--- src/rtl/tetris_pkg.sv ---
// Shared board geometry, row types and the line-clear engine state encoding.
// Imported by the line-clear engine and by the game control FSM (debug display).
package tetris_pkg;

  localparam int unsigned BOARD_ROWS = 20;
  localparam int unsigned BOARD_COLS = 10;
  localparam int unsigned ROW_AW     = 5;
  localparam int unsigned CNT_W      = 6;
  localparam int unsigned TOTAL_W    = 16;

  typedef logic [BOARD_COLS-1:0] row_t;
  typedef logic [ROW_AW-1:0]     row_addr_t;

  typedef enum logic [2:0] {
    CL_IDLE,
    CL_SCAN,
    CL_SCAN_LAST,
    CL_COPY_RD,
    CL_COPY_WR,
    CL_FILL,
    CL_DONE
  } clearline_state_e;

endpackage

--- src/rtl/clearline_engine.sv ---
// Line-clear responder: scans the board for full rows on CLEARLINECHECK and
// compacts the board (drop full rows, zero-fill the top) on CLEARLINEACT.
// Ports:
//   Clk, RESET (async, active-low)
//   CLEARLINECHECK, CLEARLINEACT : 1-cycle start strobes from the game FSM
//   rd_addr / rd_data            : board RAM read port, 1-cycle read latency
//   wr_en / wr_addr / wr_data    : board RAM write port
//   clearline, clearlineval      : result of the last scan (level)
//   done                         : 1-cycle pulse at the end of a scan or compaction
//   busy                         : high whenever the engine is not idle
//   lines_total                  : saturating count of cleared rows since reset
module clearline_engine
  import tetris_pkg::*;
#(
  parameter int unsigned ROWS = BOARD_ROWS,
  parameter int unsigned COLS = BOARD_COLS
) (
  input  logic                Clk,
  input  logic                RESET,
  input  logic                CLEARLINECHECK,
  input  logic                CLEARLINEACT,
  output logic [ROW_AW-1:0]   rd_addr,
  input  logic [COLS-1:0]     rd_data,
  output logic                wr_en,
  output logic [ROW_AW-1:0]   wr_addr,
  output logic [COLS-1:0]     wr_data,
  output logic                clearline,
  output logic [CNT_W-1:0]    clearlineval,
  output logic                done,
  output logic                busy,
  output logic [TOTAL_W-1:0]  lines_total
);

  localparam row_addr_t LAST_ROW = row_addr_t'(ROWS - 1);

  clearline_state_e   state, state_d;
  row_addr_t          ptr, ptr_d;
  row_addr_t          src, src_d;
  row_addr_t          dst, dst_d;
  logic [ROWS-1:0]    full_mask, full_mask_d;
  logic [CNT_W-1:0]   cnt, cnt_d;
  logic               clearline_d;
  logic [CNT_W-1:0]   clearlineval_d;
  logic [TOTAL_W-1:0] lines_total_d;

  // Row-full detect on the row returned for the previously issued address
  logic               row_is_full;
  row_addr_t          cap_idx;
  logic [TOTAL_W:0]   total_sum;

  assign row_is_full = &rd_data;
  assign total_sum   = {1'b0, lines_total} + (TOTAL_W + 1)'(clearlineval);

  // State and datapath registers
  always_ff @(posedge Clk or negedge RESET) begin
    if (!RESET) begin
      state        <= CL_IDLE;
      ptr          <= '0;
      src          <= '0;
      dst          <= '0;
      full_mask    <= '0;
      cnt          <= '0;
      clearline    <= 1'b0;
      clearlineval <= '0;
      lines_total  <= '0;
      done         <= 1'b0;
      busy         <= 1'b0;
    end else begin
      state        <= state_d;
      ptr          <= ptr_d;
      src          <= src_d;
      dst          <= dst_d;
      full_mask    <= full_mask_d;
      cnt          <= cnt_d;
      clearline    <= clearline_d;
      clearlineval <= clearlineval_d;
      lines_total  <= lines_total_d;
      done         <= (state_d == CL_DONE);
      busy         <= (state_d != CL_IDLE);
    end
  end

  // Next-state, datapath updates and RAM port drive.
  // RAM port signals are decoded from the current state: write data is the
  // read data returned in COPY_WR, so it cannot be delayed by a register.
  always_comb begin
    state_d        = state;
    ptr_d          = ptr;
    src_d          = src;
    dst_d          = dst;
    full_mask_d    = full_mask;
    cnt_d          = cnt;
    clearline_d    = clearline;
    clearlineval_d = clearlineval;
    lines_total_d  = lines_total;
    cap_idx        = ptr - row_addr_t'(1);
    rd_addr        = '0;
    wr_en          = 1'b0;
    wr_addr        = '0;
    wr_data        = '0;

    unique case (state)
      CL_IDLE: begin
        // Check has priority over act when both strobe together
        if (CLEARLINECHECK) begin
          state_d = CL_SCAN;
          ptr_d   = '0;
          cnt_d   = '0;
        end else if (CLEARLINEACT) begin
          if (clearlineval != '0) begin
            state_d = CL_COPY_RD;
            src_d   = LAST_ROW;
            dst_d   = LAST_ROW;
          end else begin
            // Nothing to clear: finish immediately with no RAM writes
            state_d        = CL_DONE;
            full_mask_d    = '0;
            clearline_d    = 1'b0;
            clearlineval_d = '0;
          end
        end
      end

      CL_SCAN: begin
        rd_addr = ptr;
        ptr_d   = ptr + row_addr_t'(1);
        if (ptr != '0) begin
          full_mask_d[cap_idx] = row_is_full;
          if (row_is_full) cnt_d = cnt + CNT_W'(1);
        end
        if (ptr == LAST_ROW) state_d = CL_SCAN_LAST;
      end

      CL_SCAN_LAST: begin
        // Capture the last row and publish the results on entry to DONE
        full_mask_d[LAST_ROW] = row_is_full;
        if (row_is_full) cnt_d = cnt + CNT_W'(1);
        clearline_d    = (cnt_d != '0);
        clearlineval_d = cnt_d;
        state_d        = CL_DONE;
      end

      CL_COPY_RD: begin
        if (full_mask[src]) begin
          // Skip a full row; zero is tested before decrementing so src never wraps
          if (src == '0) state_d = CL_FILL;
          else           src_d   = src - row_addr_t'(1);
        end else begin
          rd_addr = src;
          state_d = CL_COPY_WR;
        end
      end

      CL_COPY_WR: begin
        wr_en   = 1'b1;
        wr_addr = dst;
        wr_data = rd_data;
        dst_d   = dst - row_addr_t'(1);
        if (src == '0) begin
          state_d = CL_FILL;
        end else begin
          src_d   = src - row_addr_t'(1);
          state_d = CL_COPY_RD;
        end
      end

      CL_FILL: begin
        wr_en   = 1'b1;
        wr_addr = dst;
        wr_data = '0;
        if (dst == '0) begin
          state_d        = CL_DONE;
          lines_total_d  = total_sum[TOTAL_W] ? '1 : total_sum[TOTAL_W-1:0];
          full_mask_d    = '0;
          clearline_d    = 1'b0;
          clearlineval_d = '0;
        end else begin
          dst_d = dst - row_addr_t'(1);
        end
      end

      CL_DONE: begin
        state_d = CL_IDLE;
      end

      default: begin
        state_d = CL_IDLE;
      end
    endcase
  end

endmodule
--- config.mk ---
export PLATFORM = sky130hd
export DESIGN_NAME = clearline_engine
export DESIGN_NICKNAME = d
export VERILOG_FILES = /design/src/rtl/tetris_pkg.sv /design/src/rtl/clearline_engine.sv
export SDC_FILE = /design/constraint.sdc
export NUM_CORES = 1
export LEC_CHECK = 0
export BUFFER_PORTS_ARGS = -buffer_cell sky130_fd_sc_hd__buf_2
export CAP_MARGIN = 40
export CORE_MARGIN = 4
export CORE_UTILIZATION = 58
export CTS_CLUSTER_SIZE = 12
export DETAILED_ROUTE_END_ITERATION = 7
export MAX_ROUTING_LAYER = met4
export PLACE_DENSITY_LB_ADDON = 0.3
export SLEW_MARGIN = 20
export SYNTH_ARGS = -nofsm -noshare
export SYNTH_HDL_FRONTEND = slang
export SYNTH_SLANG_ARGS = --single-unit
export TNS_END_PERCENT = 1
--- constraint.sdc ---
create_clock -name Clk -period 3.5 [get_ports Clk]
set_input_delay 0.175 -clock Clk [delete_from_list [all_inputs] [get_ports Clk]]
set_output_delay 0.175 -clock Clk [all_outputs]
set_load 0.05 [all_outputs]
Word level (Yosys, flattened, before mapping)
Index checks and enable logic that the tools add are counted.
{"block": "op_classes", "add_sub_neg": 6, "reduce_logical": 25, "eq_ne": 16, "order_cmp": 3, "muxes": 52}
{"cell": "$mux W20", "count": 5}
{"cell": "$pmux W19 S3", "count": 1}
{"cell": "$mux W6", "count": 8}
{"cell": "$mux W5", "count": 9}
{"cell": "$pmux W6 S3", "count": 2}
{"cell": "$pmux W5 S3", "count": 2}
{"cell": "$mux W3", "count": 8}
{"cell": "$bwmux W20", "count": 1}
{"cell": "$pmux W5 S2", "count": 2}
{"cell": "$ne A2 B2 Y1 const B", "count": 9}
{"cell": "$pmux W3 S6", "count": 1}
{"cell": "$reduce_bool A3 Y1", "count": 6}
{"cell": "$add A16 B6 Y17", "count": 1}
{"cell": "$mux W16", "count": 1}
{"cell": "$reduce_and A5 Y1", "count": 3}
{"cell": "$sub A5 B1 Y5 const B", "count": 3}
{"cell": "$lt A5 B6 Y1 const B", "count": 2}
{"cell": "$reduce_and A6 Y1", "count": 2}
{"cell": "$reduce_bool A6 Y1", "count": 2}
{"cell": "$logic_not A5 Y1", "count": 2}
{"cell": "$mux W10", "count": 1}
{"cell": "$reduce_and A10 Y1", "count": 1}
{"cell": "$eq A3 B3 Y1 const B", "count": 3}
{"cell": "$mux W1", "count": 7}
{"cell": "other kinds (18)", "count": 20}
{"block": "totals", "regBits": 69, "inputBits": 14, "out_inout_bits": 46, "elab_cells": 114}

Depth between registers and ports, before layout
Gate-level depths: netlist of run 1.
{"block": "depth", "depth_word": 8, "mapped_depth": 10, "ltp_nobuf": 8}

Worst setup path after synthesis of run 1
OpenSTA, ideal clock, no wires.
{"block": "synth_path", "path_kind": "register to output", "from": "reg state[0]", "to": "out rd_addr[0]", "arrival_time_ns": 2.597, "stages_incl_launch_ff": 6, "path_slack_ns": 0.728, "t_required_ns": 3.325, "cell_sequence": "dfrtp_1 -> clkbuf_1 -> or3b_2 -> clkbuf_1 -> clkbuf_1 -> o21ai_0"}
{"block": "synth_between", "elab_chain_cells": 2, "elab_cells_between_ends": 3}
{"item": "start, declared", "line": "clearline_engine.sv:36", "rtl": "clearline_state_e state, state_d;"}
{"item": "start signal, assigned", "line": "clearline_engine.sv:69", "rtl": "state <= state_d;"}
{"item": "$eq A3 B2 Y1 / $eq A3 B1 Y1 (equally long branches)", "line": "clearline_engine.sv:102", "rtl": "unique case (state)"}
{"item": "$pmux W5 S2 (*)", "line": "clearline_engine.sv:102"}
{"item": "end, declared", "line": "clearline_engine.sv:22", "rtl": "output logic [ROW_AW-1:0] rd_addr,"}
Every way passes the cells marked *; elsewhere a longest branch is shown, timed or not.

Worst setup path after layout of run 1
{"block": "layout_path", "from": "reg src[0]", "to": "out rd_addr[3]"}
{"block": "layout_between", "elab_chain_cells": 4}
{"item": "start, declared", "line": "clearline_engine.sv:38", "rtl": "row_addr_t src, src_d;"}
{"item": "start signal, assigned", "line": "clearline_engine.sv:71", "rtl": "src <= src_d;"}
{"item": "$bmux W1 S5", "line": "clearline_engine.sv:144", "rtl": "if (full_mask[src]) begin"}
{"item": "$mux W1 (not written as such)", "line": "clearline_engine.sv:144"}
{"item": "$mux W5", "line": "clearline_engine.sv:144"}
{"item": "$pmux W5 S2", "line": "clearline_engine.sv:102"}
Every way passes these cells. The select of a mux whose other input is x is not followed.

==> flow_metrics.env, run 1 <==
export IMPL_drv_slew=0
export IMPL_crit_type="flip-flop to output pin"
export IMPL_first_global_vias=3859
export IMPL_final_cell_area_mm2=0.00506
export IMPL_avgViaCountPerCell=6.14
export IMPL_synth_common_cells="69 x dfrtp_1, 49 x nand2_1, 43 x o21ai_0"
export IMPL_fp_dieArea_mm2=0.00917
export IMPL_synth_top_area_share_pct=38.7
export IMPL_wl_met1_um=4980
export IMPL_yosys_area_top_type="dfrtp_1"
export IMPL_final_nets=596
export IMPL_via_count=4111
export IMPL_relSlewSlack_pct=48.3
export IMPL_die_w_um=95.8
export IMPL_yosys_top_cells_area="dfrtp_1 39%, o21ai_0 4.8%, a21oi_1 4.4%"
export IMPL_synth_cells=517
export IMPL_multiInputGateArea_mm2=0.00254
export IMPL_first_iter_violations=387
export IMPL_status="complete, no violations"
export IMPL_die_y_um=95.8
export IMPL_setup_tns_ns=0
export IMPL_ir_worst_vdd_v=0.000377
export IMPL_clock_latency_ns=0.35
export IMPL_rsz0062_at_grt="false"
export IMPL_overflow=0
export IMPL_p_leak_nw=2.38
export IMPL_min_path_type="input port to asynchronous set/reset pin"
export IMPL_synth_area_mm2=0.00447
export IMPL_dp_hpwl_um=8280
export IMPL_placementRows=31
export IMPL_drive_above_1_share_pct=17.9
export IMPL_wl_met3_um=827
export IMPL_h_tree_depth=3
export IMPL_syn_to_final_growth_pct=13.2
export IMPL_worstPathArrival_ns=2.82
export IMPL_cts_sinks=69
export IMPL_cp_end_kind="output pin"
export IMPL_wl_um=11200
export IMPL_synth_avg_cell_area_um2=8.64
export IMPL_grt_max_degree=30
export IMPL_synth_flop_cell="dfrtp_1"
export IMPL_synth_edf_count=0
export IMPL_final_antenna_net_count=0
export IMPL_fin_crit_sh_pct=85.5
export IMPL_antenna_cells=0
export IMPL_initial_utilization_pct=60.6
export IMPL_yosys_cell_count_top_type="dfrtp_1"
export IMPL_yosysWarnings=0
export IMPL_wl_met2_um=5130
export IMPL_setup_viol=0
export IMPL_synth_async_sr_flop_share_pct=100
export IMPL_drtPass1Iterations=5
export IMPL_synth_nets=547
export IMPL_startpoint="src[0]"
export IMPL_port_buffers=59
export IMPL_cap_violations=0
export IMPL_cp_start_kind="flip-flop"
export IMPL_cts_buffers=9
export IMPL_worst_pin_slew_ns=0.767
export IMPL_timing_rr_start="ptr[0]"
export IMPL_synth_seq_area_share_pct=38.7
export IMPL_dpl_cell_area_mm2=0.00481
export IMPL_nFillCells=606
export IMPL_grt_pass1_wl_um=18800
export IMPL_clock_path_buffers=2
export IMPL_fin_crit_ns=2.99
export IMPL_ff_latch_area_mm2=0.00173
export IMPL_gp_congestion=0.962
export IMPL_cts_tree="done"
export IMPL_ys_ff_latch=69
export IMPL_fmax_mhz=334
export IMPL_coreArea_mm2=0.00737
export IMPL_path_clk_slew_ns=0.08
export IMPL_final_hold_viol_count=0
export IMPL_antenna_found_initial=0
export IMPL_power_density_mw_per_mm2=715
export IMPL_required_ns=3.32
export IMPL_p_total_w=0.00362
export IMPL_synth_distinct_cells=62
export IMPL_grt_total_usage_pct=27.0
export IMPL_fin_skew_ns=0.0132
export IMPL_root_buffer="clkbuf_8"
export IMPL_wl_per_cell_um=16.7
export IMPL_drc=0
export IMPL_io_pins=60
export IMPL_critPathMaxFanout=12
export IMPL_top_layer="met4"
==> power by group <==
part	internal [W]	total (W)	switching [W]
clock network	0.000441	0.000750	0.000309
registers	0.000902	0.00114	0.000241
logic	0.000541	0.00172	0.00118
total	0.00188	0.00362	0.00173
==> state kept, by name, indices dropped and copies added (netlist names) <==
register	cells
full_mask	20
lines_total	16
clearlineval	6
cnt	6
dst	5
ptr	5
src	5
state	3
busy	1
clearline	1
done	1
==> per-layer routing <==
layer | global-route usage [%] | vias up
met2 | 41.6 | 191
met3 | 5.39 | 35
met1 | 36.0 | 1925
met4 | 8.77 | 0
li1 | - | 1960
met5 | - | -
==> timing repair <==
action / in CTS / in global routing
gates resized for setup: 0 / 0
hold buffers: 1 / 0
hold endpoints to repair: 13 / 0
buffers inserted: 0 / 0
==> critical path, stage by stage, from the launching register on <==
cell and delay [ns]:
dfrtp_1 0.63, mux4_2 0.56, o22ai_1 0.17, o22a_1 0.28, and2_1 0.38, a22o_1 0.20, buf_2 0.26
==> cells by family after synthesis <==
logic type                 after synthesis  share of synthesized area [%]
DFF                                     69                           38.7
xor gates and xnor gates                20                           3.92
buffers and inverters                   48                           4.37
and+or+nand+nor                        180                           20.9
muxes                                   14                           3.84
AOI/OAI and AO/OA                      170                           23.7
adders and majority gates               16                           4.65
==> final timing paths <==
path | end | slack, ns | cells past startpoint
worst max-delay path | rd_addr[3] | 0.51 | 6
worst min-delay path | dst[1] | 0.25 | 2
worst max register to register | full_mask[2] | 0.70 | 9
worst min register to register | clearline | 0.48 | 1
max in group asynchronous | cnt[1] | 2.57 | 3
min in group Clk | state[0] | 0.26 | 4
==> cells in the final DEF (no fill, tap or decap), types with 8 or more instances in the layout <==
master and n:
xnor2_1 17, inv_1 19, nand4_1 8, nor3_1 12, a21oi_1 39, and2_1 18
buf_2 60, nor2_1 33, ha_1 15, clkbuf_8 11, o21ai_1 16, nand2_1 49
a31oi_1 8, o21ai_0 43, dfrtp_1 69, nand3_1 12
==> metrics by stage <==
step | worst slack [ns] | std cells | utilization (%) | hold slack [ns]
after global placement | 0.848 | 652 | 65.2 | 0.0855
final | 0.507 | 670 | 68.6 | 0.252
after global routing | 0.339 | 670 | 68.6 | 0.277
after detailed placement | 0.758 | 653 | 65.3 | 0.0895
after floorplan | 0.728 | 517 | - | -0.121
after CTS | 0.541 | 670 | 68.6 | 0.255
==> cell type report <==
cell class                 instances  area share [%]
multi-input combinational        400            50.3
timing repair buffer              67            7.03
clock buffer                      11            2.99
clock inverter                     5            1.63
tap                               99            2.45
sequential                        69            34.2
inverter                          19            1.41
Note: power is estimated with default switching activity, not from simulation.
==> run 2: changes to the inputs <==
Settings changed: CELL_PAD_IN_SITES_DETAIL_PLACEMENT from default to 1, CELL_PAD_IN_SITES_GLOBAL_PLACEMENT from default to 1, CORE_UTILIZATION 58 to 44, SLEW_MARGIN 20 to default.
==> run 2 against run 1 <==
- global-route usage fell by 2.8 points
- highest routed layer unchanged
- largest power group unchanged
- sequential share of layout area fell by 0.36 points
- flip-flop and latch count unchanged
- clock power is 0.9% lower
- clock skew down 0.0037 ns
==> flow_metrics.env, run 2 (synthesis gave the netlist of run 1 again) <==
export IMPL_status="complete, no violations"
export IMPL_fin_crit_ns=3.00
export IMPL_die_y_um=109
export IMPL_placementRows=36
export IMPL_path_clk_slew_ns=0.08
export IMPL_critPathMaxFanout=12
export IMPL_wl_um=13200
export IMPL_p_seq_share_pct=30.6
export IMPL_io_pins=60
export IMPL_first_iter_violations=223
export IMPL_required_ns=3.32
export IMPL_cp_slowest_cell="dfrtp_1"
export IMPL_largest_register="full_mask"
export IMPL_grt_total_usage_pct=24.2
export IMPL_fin_crit_sh_pct=85.8
export IMPL_clock_latency_ns=0.36
export IMPL_rsz0062_at_grt="false"
export IMPL_first_global_vias=4398
export IMPL_final_common_cell="dfrtp_1"
export IMPL_holdWs_ns=0.176
export IMPL_power_internal_w=0.00186
export IMPL_cts_buffers=9
export IMPL_ir_worst_vdd_v=0.000285
export IMPL_drtPass1Iterations=4
export IMPL_grt_pass1_wl_um=22100
export IMPL_antenna_cells=0
export IMPL_via_count=4186
export IMPL_fin_skew_ns=0.00951
export IMPL_cp_top_family="flip-flops"
export IMPL_combPwrFrac_pct=49.2
export IMPL_grt_max_degree=38
export IMPL_coreArea_mm2=0.00982
export IMPL_root_buffer="clkbuf_8"
export IMPL_worst_pin_slew_ns=0.741
export IMPL_switching_power_w=0.00182
export IMPL_cts_tree="done"
export IMPL_final_antenna_net_count=0
export IMPL_cp_slowest_stage_delay_ns=0.63
export IMPL_overflow=0
export IMPL_nFillCells=1210
export IMPL_crit_buf_inv=1
export IMPL_avgViaCountPerCell=5.94
export IMPL_crit_type="flip-flop to output pin"
export IMPL_mostFrequentLayoutCells="69 x dfrtp_1, 59 x buf_2, 49 x nand2_1"
export IMPL_largest_reg_flops=20
export IMPL_timing_rr_start="src[0]"
export IMPL_final_cells=705
export IMPL_syn_to_final_growth_pct=14.4
export IMPL_dp_hpwl_um=9910
export IMPL_relSlewSlack_pct=50.1
export IMPL_setup_tns_ns=0
export IMPL_timing_rr_end="busy"
export IMPL_wl_per_cell_um=18.7
export IMPL_cp_start_kind="flip-flop"
export IMPL_cap_violations=0
export IMPL_fp_dieArea_mm2=0.0118
export IMPL_reg_top3="full_mask (20), lines_total (16)"
export IMPL_dp_cells=688
export IMPL_final_hold_viol_count=0
export IMPL_postCtsSetupBuffers=0
export IMPL_h_tree_depth=3
export IMPL_power_density_mw_per_mm2=719
export IMPL_swShare_pct=49.4
export IMPL_worstPathArrival_ns=2.83
export IMPL_drv_slew=0
export IMPL_setup_viol=0
export IMPL_r2r_slack_ns=0.77
export IMPL_r2r_cells=6
export IMPL_cts_sinks=69
export IMPL_crit_chain="mux4_2, o22ai_1, o22a_1, and2_1, nand2_1, o21ai_0, buf_2"
export IMPL_final_nets=597
export IMPL_die_w_um=109
export IMPL_initial_utilization_pct=45.5
export IMPL_cp_end_kind="output pin"
export IMPL_fmax_mhz=333
export IMPL_min_path_type="input port to asynchronous set/reset pin"
export IMPL_antenna_found_initial=0
export IMPL_clock_path_buffers=2
export IMPL_drc=0
export IMPL_drive_above_1_share_pct=18.0
export IMPL_p_leak_nw=2.37
export IMPL_clock_power_share_pct=20.2
export IMPL_gp_congestion=0.955
export IMPL_port_buffers=59
[run 2: changes by cell type in the layout (fill, tap and decap cells not counted)]
| cell | delta |
|---|---|
| clkinvlp_4 | +4 |
| buf_2 | -1 |
| buf_12 | +1 |
| buf_4 | +1 |
| clkinv_4 | -2 |
| clkinv_2 | -1 |
| inv_6 | +1 |
| clkbuf_8 | -2 |
[run 2: area by class of cell]
cell class	count	area, um^2	share of cell area [%]
Tap cell	133	166	3.26
Inverter	19	71.3	1.40
Sequential cell	69	1730	33.8
Timing Repair Buffer	68	378	7.39
Multi-Input combinational cell	400	2540	49.8
Clock inverter	7	98.8	1.93
Clock buffer	9	124	2.42
[run 2: how the worst max path moves through the flow]
| stage | from | endpoint | slack, ns | cells after the start |
|---|---|---|---|---|
| after CTS | src[0] | rd_addr[0] | 0.47 | 7 |
| after detailed placement | src[0] | busy | 0.79 | 6 |
| after global routing | src[0] | rd_addr[1] | 0.32 | 7 |
| after global placement | ptr[0] | full_mask[9] | 0.86 | 8 |
| final | src[0] | rd_addr[0] | 0.50 | 7 |
| after floorplan | state[0] | rd_addr[0] | 0.73 | 5 |
[run 2: metal layers]
layer  track usage (%)  part of all wire (%)  wire [um]
met1              31.3                    44       5870
met2              38.8                    49       6480
met3              2.66                   3.8        501
met4              10.3                   2.6        340
met5                 -                     0          0
[run 2: what timing repair did]
| action | 4_1_cts | 5_1_grt |
|---|---|---|
| endpoints found under the hold margin | 69 | 0 |
| resized for setup | 0 | 0 |
| hold buffers | 1 | 0 |
[run 2: power groups by stage]
stage / logic (W) / registers (W) / clock network [W]
floorplan: 0.00141 / 0.00105 / 0
global route: 0.00198 / 0.00115 / 0.000791
detailed placement: 0.00179 / 0.00114 / 0
CTS: 0.00180 / 0.00112 / 0.000760
global placement: 0.00173 / 0.00113 / 0
finish: 0.00181 / 0.00112 / 0.000743
[run 2: metrics by stage]
stage	total power, W	cell area, um^2	utilization, %	setup slack [ns]
final	0.00367	5110	52.0	0.497
after global routing	0.00392	5110	52.0	0.319
after CTS	0.00368	5110	52.0	0.469
after detailed placement	0.00293	4880	49.7	0.786
after global placement	0.00286	4860	49.5	0.862
after floorplan	0.00246	4470	-	0.728
==> run 3: changes to the inputs <==
Settings changed: PLACE_DENSITY from default to 0.91, PLACE_DENSITY_LB_ADDON 0.3 to default.
==> run 3 against run 2 <==
- power fell by 0.19%
- flip-flop and latch count is the same
- final cell count is 0.14% lower
- critical endpoint unchanged
==> flow_metrics.env, run 3 (synthesis gave the netlist of run 1 again) <==
export IMPL_cp_start_kind="flip-flop"
export IMPL_clock_path_buffers=2
export IMPL_initial_utilization_pct=45.5
export IMPL_cts_buffers=9
export IMPL_syn_to_final_growth_pct=13.9
export IMPL_root_buffer="clkbuf_8"
export IMPL_drive_above_1_share_pct=17.7
export IMPL_worstPathArrival_ns=2.93
export IMPL_required_ns=3.32
export IMPL_h_tree_depth=3
export IMPL_fp_dieArea_mm2=0.0118
export IMPL_cp_top_family="flip-flops"
export IMPL_final_antenna_net_count=0
export IMPL_drv_slew=0
export IMPL_wl_per_cell_um=19.7
export IMPL_antenna_found_initial=0
export IMPL_ir_worst_vdd_v=0.000347
export IMPL_drc=0
export IMPL_grt_pass1_wl_um=23600
export IMPL_die_y_um=109
export IMPL_holdWs_ns=0.240
export IMPL_cp_end_kind="output pin"
export IMPL_mostFrequentLayoutCells="69 x dfrtp_1, 60 x buf_2, 49 x nand2_1"
export IMPL_path_clk_slew_ns=0.07
export IMPL_critPathMaxFanout=12
export IMPL_port_buffers=59
export IMPL_drtPass1Iterations=4
export IMPL_overflow=0
export IMPL_first_iter_violations=393
export IMPL_clock_latency_ns=0.36
export IMPL_cp_slowest_stage_delay_ns=0.65
export IMPL_die_w_um=109
export IMPL_relSlewSlack_pct=38.8
export IMPL_final_hold_viol_count=0
export IMPL_largest_register="full_mask"
export IMPL_final_nets=596
export IMPL_worst_pin_slew_ns=0.907
export IMPL_grt_total_usage_pct=26.2
export IMPL_cap_violations=0
export IMPL_cts_sinks=69
export IMPL_postCtsSetupBuffers=0
export IMPL_dp_hpwl_um=10400
export IMPL_cts_tree="done"
export IMPL_cp_slowest_cell="dfrtp_1"
export IMPL_ff_latch_area_mm2=0.00173
export IMPL_avgViaCountPerCell=6.06
export IMPL_final_common_cell="dfrtp_1"
export IMPL_reg_top3="full_mask (20), lines_total (16)"
export IMPL_io_pins=60
export IMPL_crit_type="flip-flop to output pin"
export IMPL_fin_util_pct=51.8
export IMPL_gp_congestion=0.884
export IMPL_setup_tns_ns=0
export IMPL_via_count=4268
export IMPL_min_path_type="input port to asynchronous set/reset pin"
export IMPL_nFillCells=1215
export IMPL_timing_rr_start="ptr[0]"
export IMPL_coreArea_mm2=0.00982
export IMPL_crit_buf_inv=1
export IMPL_placementRows=36
export IMPL_multiInputGateArea_mm2=0.00254
export IMPL_fin_crit_ns=3.11
export IMPL_fin_skew_ns=0.0115
export IMPL_rsz0062_at_grt="false"
export IMPL_fmax_mhz=322
export IMPL_status="complete, no violations"
export IMPL_setup_viol=0
export IMPL_wl_um=13900
export IMPL_final_cells=704
export IMPL_p_total_w=0.00367
export IMPL_timing_rr_end="full_mask[14]"
export IMPL_antenna_cells=0
export IMPL_cts_repair_resized=0
export IMPL_power_density_mw_per_mm2=721
export IMPL_grt_max_degree=32
export IMPL_dp_cells=687
export IMPL_r2r_slack_ns=0.68
export IMPL_crit_chain="mux4_2, o22ai_1, o22a_1, and2_1, nand2_1, o21ai_0, buf_2"
export IMPL_fin_crit_sh_pct=88.7
export IMPL_p_leak_nw=2.37
export IMPL_largest_reg_flops=20
export IMPL_first_global_vias=4547
export IMPL_r2r_cells=8
-- run 3: changes by cell type in the layout (fill, tap and decap cells not counted), sizes merged --
cell,change
buf,-1
clkinvlp,-2
inv,-1
clkinv,+3
-- run 3: layer usage --
layer	GRT usage [%]	share of wire, %	vias up
li1	-	-	1967
met1	32.4	42	2124
met2	42.2	49	134
met3	4.91	5.9	43
met4	11.1	3.0	0
met5	-	0	-
-- run 3: timing repair --
item,4_1_cts,5_1_grt
endpoints found under the setup margin,0,0
hold endpoints to repair,11,0
hold buffers,1,0
-- run 3: how the worst max path moves through the flow --
stage	startpoint	endpoint	slack, ns	cells past startpoint
floorplan	state[0]	rd_addr[0]	0.73	5
global placement	src[0]	clearline	0.85	7
detailed placement	src[0]	src[3]	0.72	8
CTS	src[0]	rd_addr[2]	0.39	6
global route	src[0]	rd_addr[0]	0.13	7
finish	src[0]	rd_addr[0]	0.39	7
-- run 3: worst reg2reg max path, stage by stage (launching register included) --
cell,delay [ns]
dfrtp_1,0.54
inv_1,0.15
ha_1,0.37
nor4b_1,0.22
mux2_2,0.31
a2111o_1,0.48
nor3_4,0.33
nand2_2,0.16
o21ai_1,0.18
-- run 3: cell type report --
cell class,count,area share [%]
sequential,69,33.9
clock buffer,9,2.43
multi-input combinational,400,50.0
tap,133,3.27
inverter,19,1.40
timing repair buffer,67,7.16
clock inverter,7,1.77
-- run 3: metrics by stage --
| stage | area [um^2] | worst slack, ns |
|---|---|---|
| after floorplan | 4470 | 0.728 |
| after global placement | 4830 | 0.851 |
| after detailed placement | 4860 | 0.723 |
| after CTS | 5090 | 0.395 |
| after global routing | 5090 | 0.132 |
| final | 5090 | 0.394 |
-- run 3: power by group --
group / internal [W] / switching [W] / leakage [nW]
registers: 0.000902 / 0.000249 / 0.923
logic: 0.000542 / 0.00126 / 1.34
clock network: 0.000397 / 0.000322 / 0.105
total: 0.00184 / 0.00183 / 2.37
